<file path="src/rtl/mod_2011_accum_if.sv">
// Stream bundle for the mod-2011 accumulator: term input and result output.
// Handshake: a transfer happens on a rising clk edge where valid & ready are both
// high; the producer holds valid and its payload stable until that edge, and the
// consumer may raise or drop ready freely. This holds for both the in_* and out_* sides.
interface mod_2011_accum_if #(
    parameter int W  = 11,
    parameter int CW = 5
);
    logic          in_valid;
    logic          in_ready;
    logic [W-1:0]  in_data;
    logic          in_last;
    logic          out_valid;
    logic          out_ready;
    logic [W-1:0]  out_data;
    logic [CW-1:0] out_count;
    logic          out_err;

    // Producer of terms and consumer of results.
    modport master (
        output in_valid, in_data, in_last, out_ready,
        input  in_ready, out_valid, out_data, out_count, out_err
    );

    // The accumulator itself.
    modport slave (
        input  in_valid, in_data, in_last, out_ready,
        output in_ready, out_valid, out_data, out_count, out_err
    );
endinterface

</file>
<file path="src/rtl/mod_2011_accum.sv">
// Streaming modular accumulator: sums a framed stream of W-bit residues modulo
// MODULUS one term per cycle, then holds the reduced result until it is taken.
module mod_2011_accum #(
    parameter int W         = 11,
    parameter int MODULUS   = 2011,
    parameter int MAX_TERMS = 16,
    localparam int CW       = $clog2(MAX_TERMS + 1)
) (
    input  logic              clk,
    input  logic              rst,
    mod_2011_accum_if.slave   bus,
    output logic              dbg_state   // 0 = ACCUM, 1 = HOLD
);

    typedef enum logic {
        ACCUM = 1'b0,
        HOLD  = 1'b1
    } state_t;

    // Sum of two W-bit values needs W+1 bits; 2*MODULUS must fit there too.
    localparam logic [W:0]    MOD1    = (W + 1)'(MODULUS);
    localparam logic [W:0]    MOD2    = (W + 1)'(2 * MODULUS);
    localparam logic [CW-1:0] MAX_CNT = CW'(MAX_TERMS);

    state_t        state;
    state_t        state_next;

    logic [W-1:0]  acc;
    logic [CW-1:0] cnt;
    logic          err;

    logic          out_valid_q;
    logic [W-1:0]  out_data_q;
    logic [CW-1:0] out_count_q;
    logic          out_err_q;

    logic [W:0]    sum;
    logic [W-1:0]  red;
    logic [CW-1:0] cnt_inc;
    logic          err_next;
    logic          accept;
    logic          out_take;

    assign bus.in_ready  = (state == ACCUM);
    assign bus.out_valid = out_valid_q;
    assign bus.out_data  = out_data_q;
    assign bus.out_count = out_count_q;
    assign bus.out_err   = out_err_q;
    assign dbg_state     = (state == HOLD);

    assign accept   = bus.in_valid && (state == ACCUM);
    assign out_take = out_valid_q && bus.out_ready;

    // Count saturates at MAX_TERMS; reaching it again marks the frame overlong.
    assign cnt_inc  = (cnt == MAX_CNT) ? MAX_CNT : cnt + CW'(1);
    assign err_next = err | (cnt == MAX_CNT);

    // Add and reduce; acc < MODULUS so at most two subtractions are ever needed,
    // even when the incoming term itself is unreduced.
    always_comb begin
        sum = {1'b0, acc} + {1'b0, bus.in_data};
        red = W'(sum);
        if (sum >= MOD2) begin
            red = W'(sum - MOD2);
        end else if (sum >= MOD1) begin
            red = W'(sum - MOD1);
        end
    end

    // State register.
    always_ff @(posedge clk) begin
        if (rst) begin
            state <= ACCUM;
        end else begin
            state <= state_next;
        end
    end

    // Next state: a last term moves to HOLD, the result handshake returns to ACCUM.
    always_comb begin
        state_next = state;
        case (state)
            ACCUM: if (accept && bus.in_last) state_next = HOLD;
            HOLD:  if (out_take)              state_next = ACCUM;
            default: state_next = ACCUM;
        endcase
    end

    // Accumulator, frame counters and the held result.
    always_ff @(posedge clk) begin
        if (rst) begin
            acc         <= '0;
            cnt         <= '0;
            err         <= 1'b0;
            out_valid_q <= 1'b0;
            out_data_q  <= '0;
            out_count_q <= '0;
            out_err_q   <= 1'b0;
        end else if (accept) begin
            if (bus.in_last) begin
                out_data_q  <= red;
                out_count_q <= cnt_inc;
                out_err_q   <= err_next;
                out_valid_q <= 1'b1;
                acc         <= '0;
                cnt         <= '0;
                err         <= 1'b0;
            end else begin
                acc <= red;
                cnt <= cnt_inc;
                err <= err_next;
            end
        end else if (out_take) begin
            out_valid_q <= 1'b0;
        end
    end

endmodule
</file>
<file path="src/flat_wrapper.sv">
// flat-port wrapper written by rule: the top's interface ports become plain ports
module mod_2011_accum_flat 
#(
    parameter int W         = 11,
    parameter int MODULUS   = 2011,
    parameter int MAX_TERMS = 16,
    localparam int CW       = $clog2(MAX_TERMS + 1)
)
  (clk, rst, dbg_state, bus_in_valid, bus_in_data, bus_in_last, bus_out_ready, bus_in_ready, bus_out_valid, bus_out_data, bus_out_count, bus_out_err);
  mod_2011_accum_if #(.W(W)) bus_i ();
  input  logic clk;
  input  logic rst;
  output logic dbg_state;
  input wire logic [$bits(bus_i.in_valid)-1:0] bus_in_valid;
  input wire logic [$bits(bus_i.in_data)-1:0] bus_in_data;
  input wire logic [$bits(bus_i.in_last)-1:0] bus_in_last;
  input wire logic [$bits(bus_i.out_ready)-1:0] bus_out_ready;
  output wire logic [$bits(bus_i.in_ready)-1:0] bus_in_ready;
  output wire logic [$bits(bus_i.out_valid)-1:0] bus_out_valid;
  output wire logic [$bits(bus_i.out_data)-1:0] bus_out_data;
  output wire logic [$bits(bus_i.out_count)-1:0] bus_out_count;
  output wire logic [$bits(bus_i.out_err)-1:0] bus_out_err;
  assign bus_i.in_valid = bus_in_valid;
  assign bus_i.in_data = bus_in_data;
  assign bus_i.in_last = bus_in_last;
  assign bus_i.out_ready = bus_out_ready;
  assign bus_in_ready = bus_i.in_ready;
  assign bus_out_valid = bus_i.out_valid;
  assign bus_out_data = bus_i.out_data;
  assign bus_out_count = bus_i.out_count;
  assign bus_out_err = bus_i.out_err;
  mod_2011_accum #(.W(W), .MODULUS(MODULUS), .MAX_TERMS(MAX_TERMS)) u_core (.clk(clk), .rst(rst), .bus(bus_i), .dbg_state(dbg_state));
endmodule
</file>
<file path="config.mk">
export PLATFORM = sky130hd
export DESIGN_NAME = mod_2011_accum_flat
export DESIGN_NICKNAME = d
export VERILOG_FILES = /design/src/rtl/mod_2011_accum_if.sv /design/src/rtl/mod_2011_accum.sv /design/src/flat_wrapper.sv
export SDC_FILE = /design/constraint.sdc
export NUM_CORES = 1
export LEC_CHECK = 0
export CAP_MARGIN = 20
export CORE_MARGIN = 8
export CORE_UTILIZATION = 54
export DETAILED_ROUTE_END_ITERATION = 10
export GPL_TIMING_DRIVEN = 1
export PLACE_DENSITY = 0.88
export SYNTH_ARGS = -nofsm -noshare
export SYNTH_HDL_FRONTEND = slang
export SYNTH_SLANG_ARGS = --single-unit
</file>
<file path="constraint.sdc">
create_clock -name clk -period 4.7 [get_ports clk]
set_input_delay 0.94 -clock clk [delete_from_list [all_inputs] [get_ports clk]]
set_output_delay 0.94 -clock clk [all_outputs]
set_load 0.01 [all_outputs]
</file>
======== Yosys cells after proc, flatten, opt, wreduce, memory -nomap -nowiden ========
Cells that the tools add are included.
word-level totals
  word-level logic and storage cells ...... 36
  input port bits ......................... 16
  output and inout port bits .............. 20
  register bits ........................... 36
cells by class
  add/sub/neg operators ................... 4
  bitwise gates (word level) .............. 2
  equality and inequality tests ........... 2
  order comparisons ....................... 2
  multiplexer cells ....................... 12
  reductions and logical operators ........ 6
operator list
  kind                                                                      count
  11-bit two-way mux                                                        3
  11-bit subtractor (second input constant)                                 2
  11-bit by 11-bit adder with 12-bit output                                 1
  12-bit by 11-bit >= comparator with 1-bit output (second input constant)  1
  12-bit >= comparator (second input constant)                              1
  5-bit two-way mux                                                         2
  1-bit two-way mux                                                         6
  5-bit by 1-bit adder with 5-bit output (second input constant)            1
  5-bit equality test (second input constant)                               1
  2-bit AND reduction                                                       2
  1-bit logical AND                                                         3
  2-bit != test (second input constant)                                     1
  1-bit one-hot mux with 2 select lines                                     1
  2-bit nonzero test                                                        1
  1-bit inverter                                                            1
  1-bit OR                                                                  1

======== Logic depth before layout (Yosys ltp) ========
Gate-level depths: netlist of the first run.
  word-level depth ........................ 5
  gate-level depth with buffers ........... 12
  gate-level depth less buffers ........... 12

======== Least setup slack after synthesis of the first run ========
No wires, ideal clock.
  path kind ............................... input to register
  start point ............................. input bus_in_data[0]
  end point ............................... register u_core.acc[2]
  stages on the path ...................... 11
  arrival time ............................ 3752 ps
  required time ........................... 4577 ps
  setup time .............................. 123 ps
  path slack .............................. 826 ps
  path through ............................ ha_1 -> fa_1 -> a21o_1 -> a21oi_2 -> xor2_1 -> o31a_1 -> or2_2 -> o31a_1 -> or3_1 -> a31oi_1 -> o21ai_1
between the ends
  longest elaborated chain between the ends .. 5
RTL lines
  item                                                                                          line                                        source
  start, declared                                                                               flat_wrapper.sv:15                          input wire logic [$bits(bus_i.in_data)-1:0] bus_in_data;
  11-bit by 11-bit adder with 12-bit output *                                                   mod_2011_accum.sv:61                        sum = {1'b0, acc} + {1'b0, bus.in_data};
  11-bit subtractor / 12-bit by 11-bit >= comparator with 1-bit output (equally long branches)  mod_2011_accum.sv:66, mod_2011_accum.sv:65
  11-bit two-way mux                                                                            mod_2011_accum.sv:65                        end else if (sum >= MOD1) begin
  11-bit two-way mux *                                                                          mod_2011_accum.sv:63                        if (sum >= MOD2) begin
  11-bit two-way mux *                                                                          mod_2011_accum.sv:100                       if (bus.in_last) begin
  end signal, assigned                                                                          mod_2011_accum.sv:109                       acc <= red;
  end, declared                                                                                 mod_2011_accum.sv:28                        logic [W-1:0] acc;
Every way passes the cells marked *; elsewhere a longest branch is shown, timed or not.
A chain may end at the register's enable or synchronous reset.

======== Worst setup path after layout of the first run ========
  start point ............................. input bus_in_data[0]
  end point ............................... register u_core.acc[4]
The elaborated chain is that of the path after synthesis.

==> results of run 1 <==
-- worst max-delay path: cells and delay by family --
family | cells | cell delay (ns)
AND/OR/NAND/NOR | 3 | 0.89
XOR/XNOR | 1 | 0.17
adder cells (fa/ha/maj) | 2 | 0.69
AO/OA/AOI/OAI | 5 | 1.37
buffers and inverters | 1 | 0.40
-- logic make-up after synthesis --
kind of cell | count (synthesis)
fa+ha+maj | 18
compound gates | 94
xor+xnor | 19
buf+inv | 22
mux | 2
flops | 36
simple gates | 95
-- path summary, 6_finish.rpt --
check | from | end | slack, ns | depth (start not counted)
max | bus_in_data[0] | u_core.acc[4] | 0.46 | 12
min | u_core.bus.out_data[6] | u_core.bus.out_data[6] | 0.45 | 2
max reg2reg | u_core.acc[0] | u_core.acc[4] | 1.22 | 11
min reg2reg | u_core.bus.out_data[6] | u_core.bus.out_data[6] | 0.45 | 2
-- metrics by stage --
stage                     cell area [µm²]  setup slack (ns)
after global routing                 2890             0.247
after floorplan                      2400             0.826
after detailed placement             2800             0.202
after CTS                            2890             0.487
final                                2890             0.456
after global placement               2800             0.242
-- area by class of cell --
type	count	area share [%]
well taps	52	2.25
repair buffers	40	13.4
multi-input cells	228	54.8
flip-flops and latches	36	24.9
clock buffers	8	3.12
inverters	11	1.43
-- flip-flops by register name, indices dropped and copies added (netlist names) --
name	flops
u_core.bus.out_valid	1
u_core.cnt	5
u_core.err	1
u_core.bus.out_count	5
u_core.acc	11
u_core.bus.out_err	1
u_core.bus.out_data	11
u_core.dbg_state	1
-- metal layers --
metal | GRT usage (%) | vias to the layer above | wire, µm
met5 | 0 | - | 0
li1 | - | 1134 | -
met2 | 31.2 | 53 | 2800
met4 | 6.03 | 0 | 91
met1 | 22.9 | 1051 | 2640
met3 | 3.68 | 9 | 297
-- cells in the mapped netlist, drive strengths merged (4+ instances only) --
library cell / number / share of area [%]
a211oi: 4 / 1.7
a21o: 7 / 2.2
a21oi: 19 / 4.1
a22o: 10 / 3.7
clkbuf: 9 / 1.4
dfxtp: 36 / 30
ha: 17 / 8.9
inv: 11 / 1.7
nand2: 34 / 5.3
nand3: 8 / 1.9
nand4: 5 / 1.6
nor2: 17 / 2.7
nor3: 8 / 1.9
o21ai: 23 / 4.8
o31ai: 9 / 3.2
or2: 4 / 1.0
or4: 5 / 1.6
xnor2: 12 / 4.4
xor2: 7 / 2.6
-- where the power goes --
group	switching [µW]	leakage, µW	internal (µW)
registers	14.5	0.000293	326
logic	199	0.000791	146
clock network	102	0.0000455	119
total	316	0.00113	592
==> impl_metrics.json, run 1 <==
{
  "setup_violations": 0,
  "synth_area_um2": 2400,
  "grt_antenna_before_repair": 0,
  "cp_cell_sequence": "clkdlybuf4s50_1, ha_1, fa_1, a21o_1, a21oi_2, xor2_1, o31a_1, or2_2, o31ai_2, a22oi_1, or4_1, nand3_1",
  "globalRouteTotalUtil_pct": 18.4,
  "finalHoldViolations": 0,
  "clock-sinks": 36,
  "chipHeight_um": 82.6,
  "globalRoute.totalOverflow": 0,
  "vias_per_cell": 5.99,
  "buffers_added_on_ports": 35,
  "synth.avg_cell_area_um2": 8.38,
  "final.hold.worst_slack_ns": 0.454,
  "setup.worst_path.start_class": "primary input",
  "crit_path_max_incr_delay_ns": 0.48,
  "worst_pin_slew_ns": 0.778,
  "cts_htree_levels": 2,
  "nets": 356,
  "initial_utilization_pct": 55.4,
  "die_area_um2": 6820,
  "yosysWarningCount": 0,
  "diodes": 0,
  "fin_worst_skew_ns": 0.00235,
  "worst-path-max-fanout": 6,
  "tritoncts.num_buffers": 5,
  "worst_ep_required_time_ns": 4.93,
  "power_density_nw_per_um2": 314,
  "floorplan.die.width_um": 82.6,
  "place.gp.congestion": 1.01,
  "drc": 0,
  "slew-limit-headroom_pct": 48.0,
  "status": "complete, no violations",
  "critPathCaptureType": "flip-flop",
  "drt-wirelength-per-cell_um": 15.5,
  "holdCritPathClass": "reg -> reg",
  "clock_latency_on_the_worst_skew_pair_ns": 0.28,
  "layout-area-overhead-vs-synth_pct": 20.6,
  "syn-instance-count": 286,
  "finalSetupTns_ns": 0,
  "count_of_max_cap_constraint_violations": 0,
  "seq_area_um2": 721,
  "maxClockFrequency_ghz": 0.236,
  "number_of_cells_upsized_or_downsized_after_cts": 0,
  "slew_viol_final": 0,
  "dp_hpwl_um": 4500,
  "instance_count_after_placement_with_tap_cells_included": 367,
  "unrepaired_setup_endpoints_after_global_routing": "no",
  "synth_compound_gate_area_share_pct": 28.3,
  "post_synth_xor_area_fraction_pct": 6.95,
  "critPathArrivalTime_ns": 4.47,
  "tritoncts": "yes",
  "yosysSeqAreaShare_pct": 30.1,
  "route.vias.total": 2247,
  "nFillCells": 369,
  "firstDrtPassIters": 4,
  "rows": 24,
  "postRouteAntennaNets": 0,
  "timing.setup.critical_path_class": "in -> reg",
  "final_cell_mix": "sky130_fd_sc_hd__dfxtp_1 (36), sky130_fd_sc_hd__clkdlybuf4s50_1 (35), sky130_fd_sc_hd__nand2_1 (34)",
  "clk_pin_slew_worst_setup_hold_paths_ns": 0.07,
  "post_synth_num_cell_types": 56,
  "fin_util_pct": 66.8,
  "cts-hold-fix-buffers": 0,
  "dr.first_iter.drc_count": 185,
  "postSynth.topFlopCell": "sky130_fd_sc_hd__dfxtp_1",
  "synth.area.mux_share_pct": 0.836,
  "yosys_reg_bits": 36,
  "fin_crit_ns": 4.24,
  "finish.cell_count_without_fillers": 375,
  "grt_start_max_net_pins": 14,
  "post-route-period-util_pct": 90.3,
  "cp_slowest_cell": "sky130_fd_sc_hd__or4_1",
  "core_footprint_um2": 4320,
  "synth_nets": 320,
  "grt_pass1_wl_um": 10100,
  "combinational_family_with_the_most_area_after_synthesis": "compound AO/OA/AOI/OAI gates",
  "ir_drop_v": 0.000159,
  "ctsLongestPathBuffers": 2,
  "leakage_uw": 0.00113,
  "grt_pass1_vias": 2221,
  "ios": 36,
  "post-layout-total-power_uw": 908,
  "post_synth_arst_share_pct": 0,
  "wirelength_um": 5820,
  "synth_enable_flop_cells": 0,
  "cts_root_buf": "sky130_fd_sc_hd__clkbuf_8",
  "post_synth_and_or_nand_nor_area_fraction_pct": 20.4,
  "post_route_cells_drive_above_1_share_pct": 8.98,
  "cts.repair_timing.setup_buffer_count": 0,
  "post_synth_fa_ha_maj_area_fraction_pct": 9.71,
  "layout_commonest_cell": "sky130_fd_sc_hd__dfxtp_1",
  "multi_input_logic_area_um2": 1580
}
(Power assumes the default switching activity.)
==> inputs of run 2 (changes only) <==
--- a/config.mk
+++ b/config.mk
@@ -8,6 +8,7 @@
 export CAP_MARGIN = 20
 export CORE_MARGIN = 8
 export CORE_UTILIZATION = 54
+export CTS_BUF_LIST = sky130_fd_sc_hd__clkbuf_4 sky130_fd_sc_hd__clkbuf_8
 export DETAILED_ROUTE_END_ITERATION = 10
 export GPL_TIMING_DRIVEN = 1
 export PLACE_DENSITY = 0.88
==> impl_metrics.json, run 2 (same netlist as run 1, synthesis figures left out) <==
{
  "status": "complete, no violations",
  "critPathArrivalTime_ns": 4.48,
  "post_route_cells_drive_above_1_share_pct": 9.60,
  "drc": 0,
  "clock_power_share_pct": 25.4,
  "route.vias.total": 2246,
  "leakage_uw": 0.00114,
  "ctsLongestPathBuffers": 2,
  "power_density_nw_per_um2": 318,
  "share_seq_of_total_power_pct": 37.0,
  "cts_htree_levels": 2,
  "finalSetupTns_ns": 0,
  "floorplan.die.width_um": 82.6,
  "tritoncts.num_buffers": 5,
  "grt_antenna_before_repair": 0,
  "wirelength_um": 5820,
  "holdCritPathClass": "reg -> reg",
  "dr.first_iter.drc_count": 188,
  "globalRoute.totalOverflow": 0,
  "initial_utilization_pct": 55.4,
  "critPathCaptureType": "flip-flop",
  "postRouteAntennaNets": 0,
  "cts_root_buf": "sky130_fd_sc_hd__clkbuf_8",
  "final_cell_mix": "sky130_fd_sc_hd__dfxtp_1 (36), sky130_fd_sc_hd__clkdlybuf4s50_1 (35), sky130_fd_sc_hd__nand2_1 (34)",
  "grt_pass1_wl_um": 10000,
  "final.hold.worst_slack_ns": 0.453,
  "core_footprint_um2": 4320,
  "count_of_max_cap_constraint_violations": 0,
  "comb_pwr_share_pct": 37.6,
  "worst_ep_required_time_ns": 4.92,
  "cts-hold-fix-buffers": 0,
  "critical_path.top_delay_family": "compound AO/OA/AOI/OAI gates",
  "place.gp.congestion": 1.01,
  "slew_viol_final": 0,
  "post-route-cell-area_um2": 2900,
  "unrepaired_setup_endpoints_after_global_routing": "no",
  "cp_cell_sequence": "clkdlybuf4s50_1, ha_1, fa_1, a21o_1, a21oi_2, xor2_1, o31a_1, or2_2, o31ai_2, a22oi_1, or4_1, nand3_1",
  "clock-sinks": 36,
  "layout_commonest_cell": "sky130_fd_sc_hd__dfxtp_1",
  "chipHeight_um": 82.6,
  "cell_area_after_placement_um2": 2800,
  "critPathBufInv": 1,
  "layout-area-overhead-vs-synth_pct": 20.9,
  "cp_slowest_cell": "sky130_fd_sc_hd__or4_1",
  "post-route-period-util_pct": 90.5,
  "worst-path-max-fanout": 6,
  "clock_latency_on_the_worst_skew_pair_ns": 0.28,
  "slew-limit-headroom_pct": 49.0,
  "dp_hpwl_um": 4500,
  "vias_per_cell": 5.99,
  "rows": 24,
  "worst_pin_slew_ns": 0.762,
  "drt-wirelength-per-cell_um": 15.5,
  "timing.setup.critical_path_class": "in -> reg",
  "finish.cell_count_without_fillers": 375,
  "diodes": 0,
  "fin_crit_ns": 4.25,
  "number_of_cells_upsized_or_downsized_after_cts": 0,
  "setup.worst_path.start_class": "primary input",
  "grt_pass1_vias": 2211,
  "buffers_added_on_ports": 35,
  "fin_util_pct": 67.0,
  "maxClockFrequency_ghz": 0.235,
  "crit_path_max_incr_delay_ns": 0.48,
  "ir_drop_v": 0.000226,
  "instance_count_after_placement_with_tap_cells_included": 367,
  "ios": 36,
  "fin_worst_skew_ns": 0.00580,
  "globalRouteTotalUtil_pct": 18.3,
  "clk_pin_slew_worst_setup_hold_paths_ns": 0.07,
  "grt_start_max_net_pins": 14,
  "swShare_pct": 34.4,
  "power_switching_uw": 317,
  "tritoncts": "yes",
  "cts.repair_timing.setup_buffer_count": 0,
  "nets": 356,
  "firstDrtPassIters": 4,
  "finalHoldViolations": 0,
  "intPower_uw": 603,
  "setup_violations": 0,
  "die_area_um2": 6820
}
## run 2: cell types whose count changed in the layout (fill, tap and decap cells not counted)
cell	change
sky130_fd_sc_hd__clkbuf_1	-2
sky130_fd_sc_hd__clkbuf_4	+2
## run 2: area by class of cell
class	count	area, µm²
Inverter	11	41.3
Sequential cell	36	721
Timing Repair Buffer	40	388
Tap cell	52	65.1
Clock buffer	8	97.6
Fill cell	366	1430
Multi-Input combinational cell	228	1580
## run 2: path summary, 6_finish.rpt
| kind | startpoint | endpoint | slack [ns] | cells past startpoint |
|---|---|---|---|---|
| min | u_core.bus.out_data[6] | u_core.bus.out_data[6] | 0.45 | 2 |
| max reg2reg | u_core.acc[0] | u_core.acc[4] | 1.22 | 11 |
| min reg2reg | u_core.bus.out_data[6] | u_core.bus.out_data[6] | 0.45 | 2 |
| max | bus_in_data[0] | u_core.acc[4] | 0.45 | 12 |
## run 2: power groups by stage
stage                     Clock, µW  Combinational (µW)  Sequential [µW]
final                           234                 346              340
after detailed placement          0                 340              347
after CTS                       234                 343              340
after global placement            0                 332              346
after global routing            247                 383              343
after floorplan                   0                 242              348
## run 2: metrics by stage
stage | setup slack, ns | power, µW
5_1_grt | 0.246 | 972
2_1_floorplan | 0.826 | 590
3_3_place_gp | 0.242 | 679
6_report | 0.447 | 920
4_1_cts | 0.481 | 918
3_5_place_dp | 0.202 | 687
## run 2: routing by layer
metal,vias to the layer above,track usage (%),routed length [µm]
li1,1131,-,-
met1,1045,23.0,2670
met2,60,30.5,2760
met3,10,3.46,279
met4,0,6.03,104
met5,-,0,0
## run 2: worst min-delay path, delay by kind of cell (launching register included)
family	cells	cell delay [ns]
AOI/OAI and AO/OA	1	0.05
DFF	1	0.31
and+or+nand+nor	1	0.05
==> inputs of run 3 (changes only) <==
--- a/config.mk
+++ b/config.mk
@@ -11,6 +11,7 @@
 export CTS_BUF_LIST = sky130_fd_sc_hd__clkbuf_4 sky130_fd_sc_hd__clkbuf_8
 export DETAILED_ROUTE_END_ITERATION = 10
 export GPL_TIMING_DRIVEN = 1
+export HOLD_SLACK_MARGIN = 0.05
 export PLACE_DENSITY = 0.88
 export SYNTH_ARGS = -nofsm -noshare
 export SYNTH_HDL_FRONTEND = slang
==> results of run 3 <==
Final layout, timing and power as in run 2 (identical DEF).
